### src/rtl/caminho_fifo_saida.sv
// caminho_fifo_saida: output stage after gerenciador_memoria_anterior.
// Buffers the path nodes emitted during reconstruction and presents them to the
// host on a first-word-fall-through valid/ready stream. It also provides an
// end-of-path marker, the path length and a sticky overflow flag.
// Optional build macro: CAMINHO_INVERTER_EN turns the buffer into a LIFO. The
// path then comes out fonte->destino and is only released after reconstruction.

`ifndef ADDR_WIDTH
`define ADDR_WIDTH 8
`endif

module caminho_fifo_saida #(
    parameter int ADDR_WIDTH = `ADDR_WIDTH,
    parameter int FIFO_DEPTH = 16,
    parameter int PTR_WIDTH  = $clog2(FIFO_DEPTH),
    parameter int LEN_WIDTH  = ADDR_WIDTH + 1
) (
    input  logic                  clk,
    input  logic                  rst,
    input  logic                  top_wr_fonte_in,
    input  logic [ADDR_WIDTH-1:0] top_fonte_in,
    input  logic [ADDR_WIDTH-1:0] gma_read_data_in,
    input  logic                  gma_valido_in,
    input  logic                  gma_pronto_in,
    output logic                  gma_parar_out,
    output logic [ADDR_WIDTH-1:0] caminho_data_out,
    output logic                  caminho_valid_out,
    input  logic                  caminho_ready_in,
    output logic                  caminho_ultimo_out,
    output logic [LEN_WIDTH-1:0]  caminho_tamanho_out,
    output logic                  caminho_erro_out,
    output logic                  caminho_ocioso_out
);

    typedef enum logic [1:0] {
        StOcioso     = 2'd0,
        StColetando  = 2'd1,
        StEsvaziando = 2'd2,
        StErro       = 2'd3
    } estado_t;

    estado_t                r_estado;
    estado_t                w_estado_d;

    logic [ADDR_WIDTH-1:0]  r_mem [FIFO_DEPTH];
    logic [PTR_WIDTH:0]     r_ocup;
    logic [LEN_WIDTH-1:0]   r_tamanho;
    logic                   r_erro;

    logic                   w_cheio;
    logic                   w_vazio;
    logic                   w_valid;
    logic                   w_pop;
    logic                   w_tenta;
    logic                   w_espaco;
    logic                   w_push;
    logic                   w_estouro;
    logic [PTR_WIDTH-1:0]   w_end_wr;
    logic [PTR_WIDTH-1:0]   w_end_rd;
    logic [ADDR_WIDTH-1:0]  w_cabeca;

    // The fonte address is only relevant upstream; it is kept on the port for
    // interface compatibility.
    logic                   w_unused;
    assign w_unused = ^top_fonte_in;

    assign w_cheio = (r_ocup == (PTR_WIDTH+1)'(FIFO_DEPTH));
    assign w_vazio = (r_ocup == '0);

    // A write is only attempted while collecting; a start in the same cycle wins.
    assign w_tenta   = gma_valido_in & ~top_wr_fonte_in & (r_estado == StColetando);
    assign w_push    = w_tenta & w_espaco;
    assign w_estouro = w_tenta & ~w_espaco;

`ifdef CAMINHO_INVERTER_EN
    // Stack: occupancy doubles as the stack pointer, head is the last node written.
    assign w_end_wr = r_ocup[PTR_WIDTH-1:0];
    assign w_end_rd = r_ocup[PTR_WIDTH-1:0] - PTR_WIDTH'(1);
    // No pops happen while collecting, so a full stack never has room.
    assign w_espaco = ~w_cheio;
`else
    logic [PTR_WIDTH-1:0]   r_wr_ptr;
    logic [PTR_WIDTH-1:0]   r_rd_ptr;

    assign w_end_wr = r_wr_ptr;
    assign w_end_rd = r_rd_ptr;
    // A pop in the same cycle frees the slot the push needs.
    assign w_espaco = ~w_cheio | w_pop;

    // Ring pointers; they wrap naturally modulo FIFO_DEPTH.
    always_ff @(posedge clk or posedge rst) begin
        if (rst) begin
            r_wr_ptr <= '0;
            r_rd_ptr <= '0;
        end else if (top_wr_fonte_in) begin
            r_wr_ptr <= '0;
            r_rd_ptr <= '0;
        end else begin
            if (w_push) begin
                r_wr_ptr <= r_wr_ptr + PTR_WIDTH'(1);
            end
            if (w_pop) begin
                r_rd_ptr <= r_rd_ptr + PTR_WIDTH'(1);
            end
        end
    end
`endif

    assign w_cabeca = r_mem[w_end_rd];

    // Storage array; contents need no reset because valid gates the output.
    always_ff @(posedge clk) begin
        if (w_push) begin
            r_mem[w_end_wr] <= gma_read_data_in;
        end
    end

    // Occupancy counter; full/empty are derived from it.
    always_ff @(posedge clk or posedge rst) begin
        if (rst) begin
            r_ocup <= '0;
        end else if (top_wr_fonte_in) begin
            r_ocup <= '0;
        end else if (w_push && !w_pop) begin
            r_ocup <= r_ocup + (PTR_WIDTH+1)'(1);
        end else if (w_pop && !w_push) begin
            r_ocup <= r_ocup - (PTR_WIDTH+1)'(1);
        end
    end

    // Path length (saturating) and sticky overflow flag.
    always_ff @(posedge clk or posedge rst) begin
        if (rst) begin
            r_tamanho <= '0;
            r_erro    <= 1'b0;
        end else if (top_wr_fonte_in) begin
            r_tamanho <= '0;
            r_erro    <= 1'b0;
        end else begin
            if (w_push && (r_tamanho != '1)) begin
                r_tamanho <= r_tamanho + LEN_WIDTH'(1);
            end
            if (w_estouro) begin
                r_erro <= 1'b1;
            end
        end
    end

    // FSM state register.
    always_ff @(posedge clk or posedge rst) begin
        if (rst) begin
            r_estado <= StOcioso;
        end else begin
            r_estado <= w_estado_d;
        end
    end

    // FSM next-state logic; a new search start overrides every state.
    always_comb begin
        w_estado_d = r_estado;
        if (top_wr_fonte_in) begin
            w_estado_d = StColetando;
        end else begin
            unique case (r_estado)
                StOcioso: begin
                    w_estado_d = StOcioso;
                end
                StColetando: begin
                    if (w_estouro) begin
                        w_estado_d = StErro;
                    end else if (gma_pronto_in) begin
                        w_estado_d = StEsvaziando;
                    end
                end
                StEsvaziando: begin
                    // Leave once the buffer is (or is about to be) empty.
                    if (w_vazio || (w_pop && (r_ocup == (PTR_WIDTH+1)'(1)))) begin
                        w_estado_d = StOcioso;
                    end
                end
                StErro: begin
                    w_estado_d = StErro;
                end
                default: begin
                    w_estado_d = StOcioso;
                end
            endcase
        end
    end

    // FSM and stream outputs.
    always_comb begin
`ifdef CAMINHO_INVERTER_EN
        w_valid       = ~w_vazio & (r_estado == StEsvaziando);
        w_pop         = w_valid & caminho_ready_in;
        gma_parar_out = w_cheio;
`else
        w_valid       = ~w_vazio & (r_estado != StOcioso);
        w_pop         = w_valid & caminho_ready_in;
        gma_parar_out = w_cheio & ~w_pop;
`endif
        caminho_valid_out   = w_valid;
        caminho_data_out    = w_valid ? w_cabeca : '0;
        caminho_ultimo_out  = w_valid & (r_estado == StEsvaziando) &
                              (r_ocup == (PTR_WIDTH+1)'(1));
        caminho_tamanho_out = r_tamanho;
        caminho_erro_out    = r_erro;
        caminho_ocioso_out  = (r_estado == StOcioso);
    end

endmodule

### config.mk
export PLATFORM = sky130hd
export DESIGN_NAME = caminho_fifo_saida
export DESIGN_NICKNAME = d
export VERILOG_FILES = /design/src/rtl/caminho_fifo_saida.sv
export SDC_FILE = /design/constraint.sdc
export NUM_CORES = 1
export LEC_CHECK = 0
export CORE_MARGIN = 1.5
export CORE_UTILIZATION = 40
export CTS_CLUSTER_DIAMETER = 200
export DETAILED_ROUTE_END_ITERATION = 8
export HOLD_SLACK_MARGIN = 0.03
export PLACE_DENSITY = 0.56
export RECOVER_POWER = 25
export SETUP_SLACK_MARGIN = 0.15
export SLEW_MARGIN = 20
export SYNTH_ARGS = -nofsm -noshare
export SYNTH_HDL_FRONTEND = slang
export SYNTH_SLANG_ARGS = --single-unit
### constraint.sdc
create_clock -name clk -period 3.7 [get_ports clk]
set_clock_uncertainty 0.05 [all_clocks]
set_input_delay 0.555 -clock clk [delete_from_list [all_inputs] [get_ports clk]]
set_output_delay 0.555 -clock clk [all_outputs]
set_load 0.02 [all_outputs]
# ---- Word-level counts from Yosys, hierarchy flattened
# Memory sizes are Yosys's and may differ from the RTL's.
# Index checks and enable logic that the tools add are counted.
dict set report totals {
  register_bits 25
  mem_bits_rw 128
  inputBits 22
  output_inout_bits 22
  wordCells 70
  mem_count 1
}
# name words word_bits read_ports rd_clocked_by_memory_dff write_ports line
set memory_table {}
lappend memory_table {r_mem 16 8 1 0 1 45} ;# logic [ADDR_WIDTH-1:0] r_mem [FIFO_DEPTH];
dict set report op_classes {
  n_addsub 5
  n_eq_ne 8
  mux 19
  bitwise 15
  reduce_logical 16
}
# operator n
set op_table {}
lappend op_table {{9-bit 2-to-1 mux} 2}
lappend op_table {{4-bit 2-to-1 mux} 4}
lappend op_table {{5-bit 2-to-1 mux} 3}
lappend op_table {{2-bit nonzero test} 5}
lappend op_table {{9-bit by 1-bit adder with 9-bit output (second input constant)} 1}
lappend op_table {{1-bit AND} 9}
lappend op_table {{9-bit != test (second input constant)} 1}
lappend op_table {{4-bit by 1-bit adder with 4-bit output (second input constant)} 2}
lappend op_table {{2-bit 2-to-1 mux} 4}
lappend op_table {{8-bit 2-to-1 mux} 1}
lappend op_table {{2-bit one-hot mux with 4 select lines} 1}
lappend op_table {{5-bit by 1-bit adder with 5-bit output (second input constant)} 1}
lappend op_table {{5-bit by 1-bit equality test with 1-bit output (second input constant)} 1}
lappend op_table {{5-bit equality test (second input constant)} 1}
lappend op_table {{5-bit logical NOT} 1}
lappend op_table {{1-bit NOT} 5}
lappend op_table {{5-bit by 1-bit subtractor with 5-bit output (second input constant)} 1}
lappend op_table {{2-bit equality test (second input constant)} 2}
lappend op_table {{1-bit logical AND} 4}
lappend op_table {{1-bit 2-to-1 mux} 4}
lappend op_table {{4-bit != test (second input constant)} 1}
lappend op_table {{3-bit != test (second input constant)} 1}
lappend op_table {{3-bit nonzero test} 1}
lappend op_table {{2-bit by 1-bit equality test with 1-bit output (second input constant)} 1}
lappend op_table {{5 further kinds} 6}

# ---- Logic depth before layout (Yosys ltp)
dict set report depth {
  depth_word 11
  depth_mapped 8
  depth_no_buf 8
}

# ---- Worst setup path before layout
# No wires, ideal clock.
dict set report synth_path {
  path_type {reg2reg}
  startpoint {register r_ocup[0]}
  endpoint {memory r_mem[4][0] in the netlist's numbering (enable)}
  arrival_time_ns 2.104
  required_ns 3.267
  setup_slack_ns 1.163
  stages_incl_launch_ff 7
  n_path_buf 0
  period_less_slack_ns 2.537
  path_cell_list {dfrtp_1 > inv_1 > ha_1 > nor3b_1 > a31oi_2 > nand2_1 > nor3_1}
}
dict set report synth_between {
  elab_chain_cells 8
  word_cells_on_any_way 10
}
# element line
set synth_rtl {}
lappend synth_rtl {{start: declaration} 46} ;# logic [PTR_WIDTH:0] r_ocup;
lappend synth_rtl {{start signal: assignment} 125} ;# r_ocup <= r_ocup + (PTR_WIDTH+1)'(1);
lappend synth_rtl {{start signal: assignment} 127} ;# r_ocup <= r_ocup - (PTR_WIDTH+1)'(1);
lappend synth_rtl {{5-bit logical NOT} 68} ;# assign w_vazio = (r_ocup == '0);
lappend synth_rtl {{1-bit NOT} 198} ;# w_valid = ~w_vazio & (r_estado != StOcioso);
lappend synth_rtl {{1-bit AND} 198}
lappend synth_rtl {{1-bit AND} 199} ;# w_pop = w_valid & caminho_ready_in;
lappend synth_rtl {{1-bit bitwise OR *} 88} ;# assign w_espaco = ~w_cheio | w_pop;
lappend synth_rtl {{1-bit AND *} 72} ;# assign w_push = w_tenta & w_espaco;
lappend synth_rtl {{1-bit 2-to-1 mux *} 113} ;# if (w_push) begin
lappend synth_rtl {{1-bit 2-to-1 mux (not written as such) *} 114} ;# r_mem[w_end_wr] <= gma_read_data_in;
lappend synth_rtl {{end: declaration} 45}
# Mark *: on every way between the ends. The rest lies on a longest branch, timed or not.

# ---- Final worst setup path
dict set report layout_path {
  startpoint {register r_rd_ptr[0]}
  endpoint {output caminho_data_out[2]}
}
dict set report layout_between {
  elab_chain_cells 2
}
# element line
set layout_rtl {}
lappend layout_rtl {{start: declaration} 83} ;# logic [PTR_WIDTH-1:0] r_rd_ptr;
lappend layout_rtl {{start signal: assignment} 103} ;# r_rd_ptr <= r_rd_ptr + PTR_WIDTH'(1);
lappend layout_rtl {{memory 16 x 8 bit} --}
lappend layout_rtl {{8-bit 2-to-1 mux} 203} ;# caminho_data_out = w_valid ? w_cabeca : '0;
lappend layout_rtl {{end: declaration} 26} ;# output logic [ADDR_WIDTH-1:0] caminho_data_out,
# No other way between the ends.

==> run_results.csv <==
group,metric,value,unit
global_route,grt_pass1_wl,20.9,mm
global_route,track_usage,16.3,%
floorplan,dieArea,17500,um^2
clock_tree,cts_inserted_buffers,17,
yosys,async_reset_ff_share,16.3,%
pwr,leakage,2.81,nW
timing,tightest_slew,0.919,ns
timing,min_period,3.42,ns
timing,rsz0062_at_grt,"false",
timing,slew_viol_final,0,
worst_setup_path,cp_max_fo,16,
route,drc,0,
worst_setup_path,end_kind,"output port",
clock_tree,postCtsHoldBufs,0,
layout,area_delta_synth_final,19.3,%
layout,n_antenna_cell,0,
clock_tree,root_buffer,"clkbuf_16",
timing,finalSetupViolCount,0,
hold_path,hp-start,"caminho_erro_out$_DFFE_PP0P_",
yosys,syn_area_per_cell,18.0,um^2
pwr,total_power,4.79,mW
timing,min_period_over_period,92.3,%
yosys,syn-instance-count,372,
worst_setup_path,r2r_cells,6,
worst_setup_path,cp-start-kind,"flop",
hold_path,holdPathEnd,"caminho_erro_out$_DFFE_PP0P_",
place,placedCellCount,624,
route,via_per_inst,5.26,
global_route,grt.met1_usage,22.7,%
timing,holdWs,0.517,ns
layout,finalInstanceArea,7970,um^2
route,vias,3463,
place,place.gp.congestion,0.800,
global_route,grt_busiest_layer,"met2",
clock_tree,ctsHtreeMaxLevel,4,
clock_tree,clkLatencyLatePin,0.42,ns
route,drtIter0Drc,245,
hold_path,hold_class,"reg -> reg",
yosys,ys_seq_area_share,66.9,%
clock_tree,clock_sinks,153,
pwr,vdd_drop_max,0.000315,V
timing,slew_headroom,38.3,%
global_route,first_global_vias,3610,
global_route,overflow,0,
yosys,yosysUniqueCellTypes,51,
route,first_pass_iters,4,
worst_setup_path,r2r_start,"r_ocup[0]$_DFFE_PP0P_",
pwr,powerDensity,602,nW/um^2
layout,layout.nets,459,
layout,drive_above_1_share,16.0,%
yosys,ys_seq_elements,153,
worst_setup_path,critPathArrivalTime,2.81,ns
run_status,outcome,"finished, final reports clean",
global_route,met2_usage,25.4,%
clock_tree,cts_tree,"yes",
floorplan,core_region_area,16500,um^2
timing,tns,0,ns
hold_path,hold_depth,2,
floorplan,die_x,132,um
layout,stdcell_count,658,
timing,fmax,293,MHz
yosys,synth_area,6680,um^2
timing,hold_viol,0,
route,wl,13.1,mm
place,hpwlAfterDp,8.12,mm
global_route,use_met3,3.73,%
clock_tree,clk_pin_slew_worst_paths,0.06,ns
global_route,grt_max_degree,33,
worst_setup_path,r2r-end,"r_mem[0][3]$_DFFE_PP_",
place,io_buffers,35,
worst_setup_path,r2r_slack,0.82,ns
worst_setup_path,critPathKind,"reg -> out",
clock_tree,cts_buffer_depth,2,
floorplan,die_height,132,um
yosys,synth_edf_count,128,
yosys,synthesis.nets,405,
place,placed_area,7310,um^2
yosys,yosys_warnings,0,
flow_run,maxCapViolCount,0,
route,routedWlPerCell,20.0,um
floorplan,rows,47,
floorplan,num_io_pins,44,
floorplan,start_util,40.6,%
route,ant_nets,0,
global_route,antenna_found_initial,0,
worst_setup_path,cp.required,3.09,ns
yosys,synth-main-ff-cell,"edfxtp_1",
metal layers:
metal / vias up / wire length, um
met4: 0 / 196
met1: 1791 / 6400
met5: - / 0
met3: 18 / 380
met2: 62 / 6160
li1: 1592 / -
worst max-delay path: stages (launching register included):
cell and delay, ns:
dfrtp_2 0.41, buf_12 0.18, mux4_1 0.57, mux4_2 0.51, and2_1 0.18, clkdlybuf4s50_1 0.53
state kept, by name, indices dropped and copies added (netlist names):
name	cells
r_estado	2
caminho_tamanho_out	9
r_ocup	5
caminho_erro_out	1
r_wr_ptr	4
r_mem	128
r_rd_ptr	4
cell type report:
type	count	area, um^2
clock buffers	21	440
clock inverters	10	151
fillers	1400	8500
inverters	11	41.3
multi-input cells	189	2030
flip-flops and latches	153	4470
well taps	220	275
repair buffers	54	562
power by group:
part / switching [mW] / total (mW) / internal, mW
combinational: 0.491 / 1.06 / 0.572
clock: 0.628 / 1.74 / 1.12
sequential: 0.0762 / 1.99 / 1.91
total: 1.20 / 4.79 / 3.60
through the flow:
step	setup slack [ns]	util [%]
6_report	0.284	48.4
5_1_grt	0.201	48.4
3_5_place_dp	0.543	44.4
2_1_floorplan	1.16	-
4_1_cts	0.109	48.2
3_3_place_gp	0.543	44.4
worst max path at each step:
stage	from	endpoint	cells past startpoint
after detailed placement	r_rd_ptr[0]$_DFFE_PP0P_	caminho_data_out[0]	5
after global placement	r_rd_ptr[0]$_DFFE_PP0P_	caminho_data_out[0]	5
after CTS	r_rd_ptr[0]$_DFFE_PP0P_	caminho_data_out[4]	5
after global routing	r_rd_ptr[0]$_DFFE_PP0P_	caminho_data_out[2]	5
final	r_rd_ptr[0]$_DFFE_PP0P_	caminho_data_out[2]	5
after floorplan	r_ocup[0]$_DFFE_PP0P_	r_mem[4][0]$_DFFE_PP_	6
cells in the final DEF, fill, tap and decap left out, types with 4 or more instances in the layout:
master,n
xor2_1,10
and3_1,7
dlygate4sd3_1,5
dfrtp_1,24
ha_1,11
clkdlybuf4s50_1,23
nand4_1,5
mux2i_1,7
and2_1,16
clkbuf_16,17
nand2_1,13
clkinv_1,4
nor3_1,6
mux4_1,21
buf_4,15
dlymetal6s2s_1,4
a21oi_1,7
inv_1,10
bufinv_16,4
edfxtp_1,128
nor2_1,27
mux4_2,19
clkbuf_1,4
cell usage after synthesis (2+ instances only):
| master | number | area [um^2] |
|---|---|---|
| and3_1 | 7 | 43.8 |
| a21o_1 | 2 | 15.0 |
| xnor2_1 | 3 | 26.3 |
| a211oi_1 | 2 | 15.0 |
| clkbuf_1 | 5 | 18.8 |
| nand3b_1 | 2 | 15.0 |
| dfrtp_1 | 25 | 626 |
| inv_1 | 11 | 41.3 |
| o2bb2ai_1 | 2 | 17.5 |
| mux2i_1 | 7 | 70.1 |
| nand4bb_1 | 2 | 22.5 |
| buf_4 | 3 | 22.5 |
| a21oi_1 | 7 | 35.0 |
| nor2_1 | 27 | 101 |
| o21ai_0 | 2 | 10.0 |
| nand3_1 | 2 | 10.0 |
| buf_2 | 4 | 20.0 |
| ha_1 | 11 | 138 |
| buf_6 | 3 | 33.8 |
| mux4_2 | 19 | 428 |
| nand4_1 | 5 | 31.3 |
| nor3_1 | 6 | 30.0 |
| edfxtp_1 | 128 | 3840 |
| and2_1 | 16 | 100 |
| mux4_1 | 21 | 552 |
| xor2_1 | 10 | 87.6 |
| nand2b_1 | 2 | 12.5 |
| buf_8 | 3 | 45.0 |
| nand2_1 | 13 | 48.8 |
repair_timing:
| item | 4_1_cts | 5_1_grt |
|---|---|---|
| endpoints found under the setup margin | 6 | 5 |
| hold endpoints to repair | 0 | 0 |
| pin swaps | 0 | 0 |
| gates cloned | 1 | 0 |
| gates resized for setup | 3 | 4 |
| setup buffers | 1 | 1 |
kinds of logic (layout without fill, tap and decap cells):
group                      count (synthesis)  after routing  share of synthesized area, %
buffers and inverters                     30             96                          2.77
adders and majority gates                 11             11                          2.06
AOI/OAI and AO/OA                         27             27                          3.05
xor gates and xnor gates                  13             13                          1.70
DFF                                      153            153                          66.9
and+or+nand+nor                           91             91                          7.81
muxes                                     47             47                          15.7
Note: power is estimated with default switching activity, not from simulation.
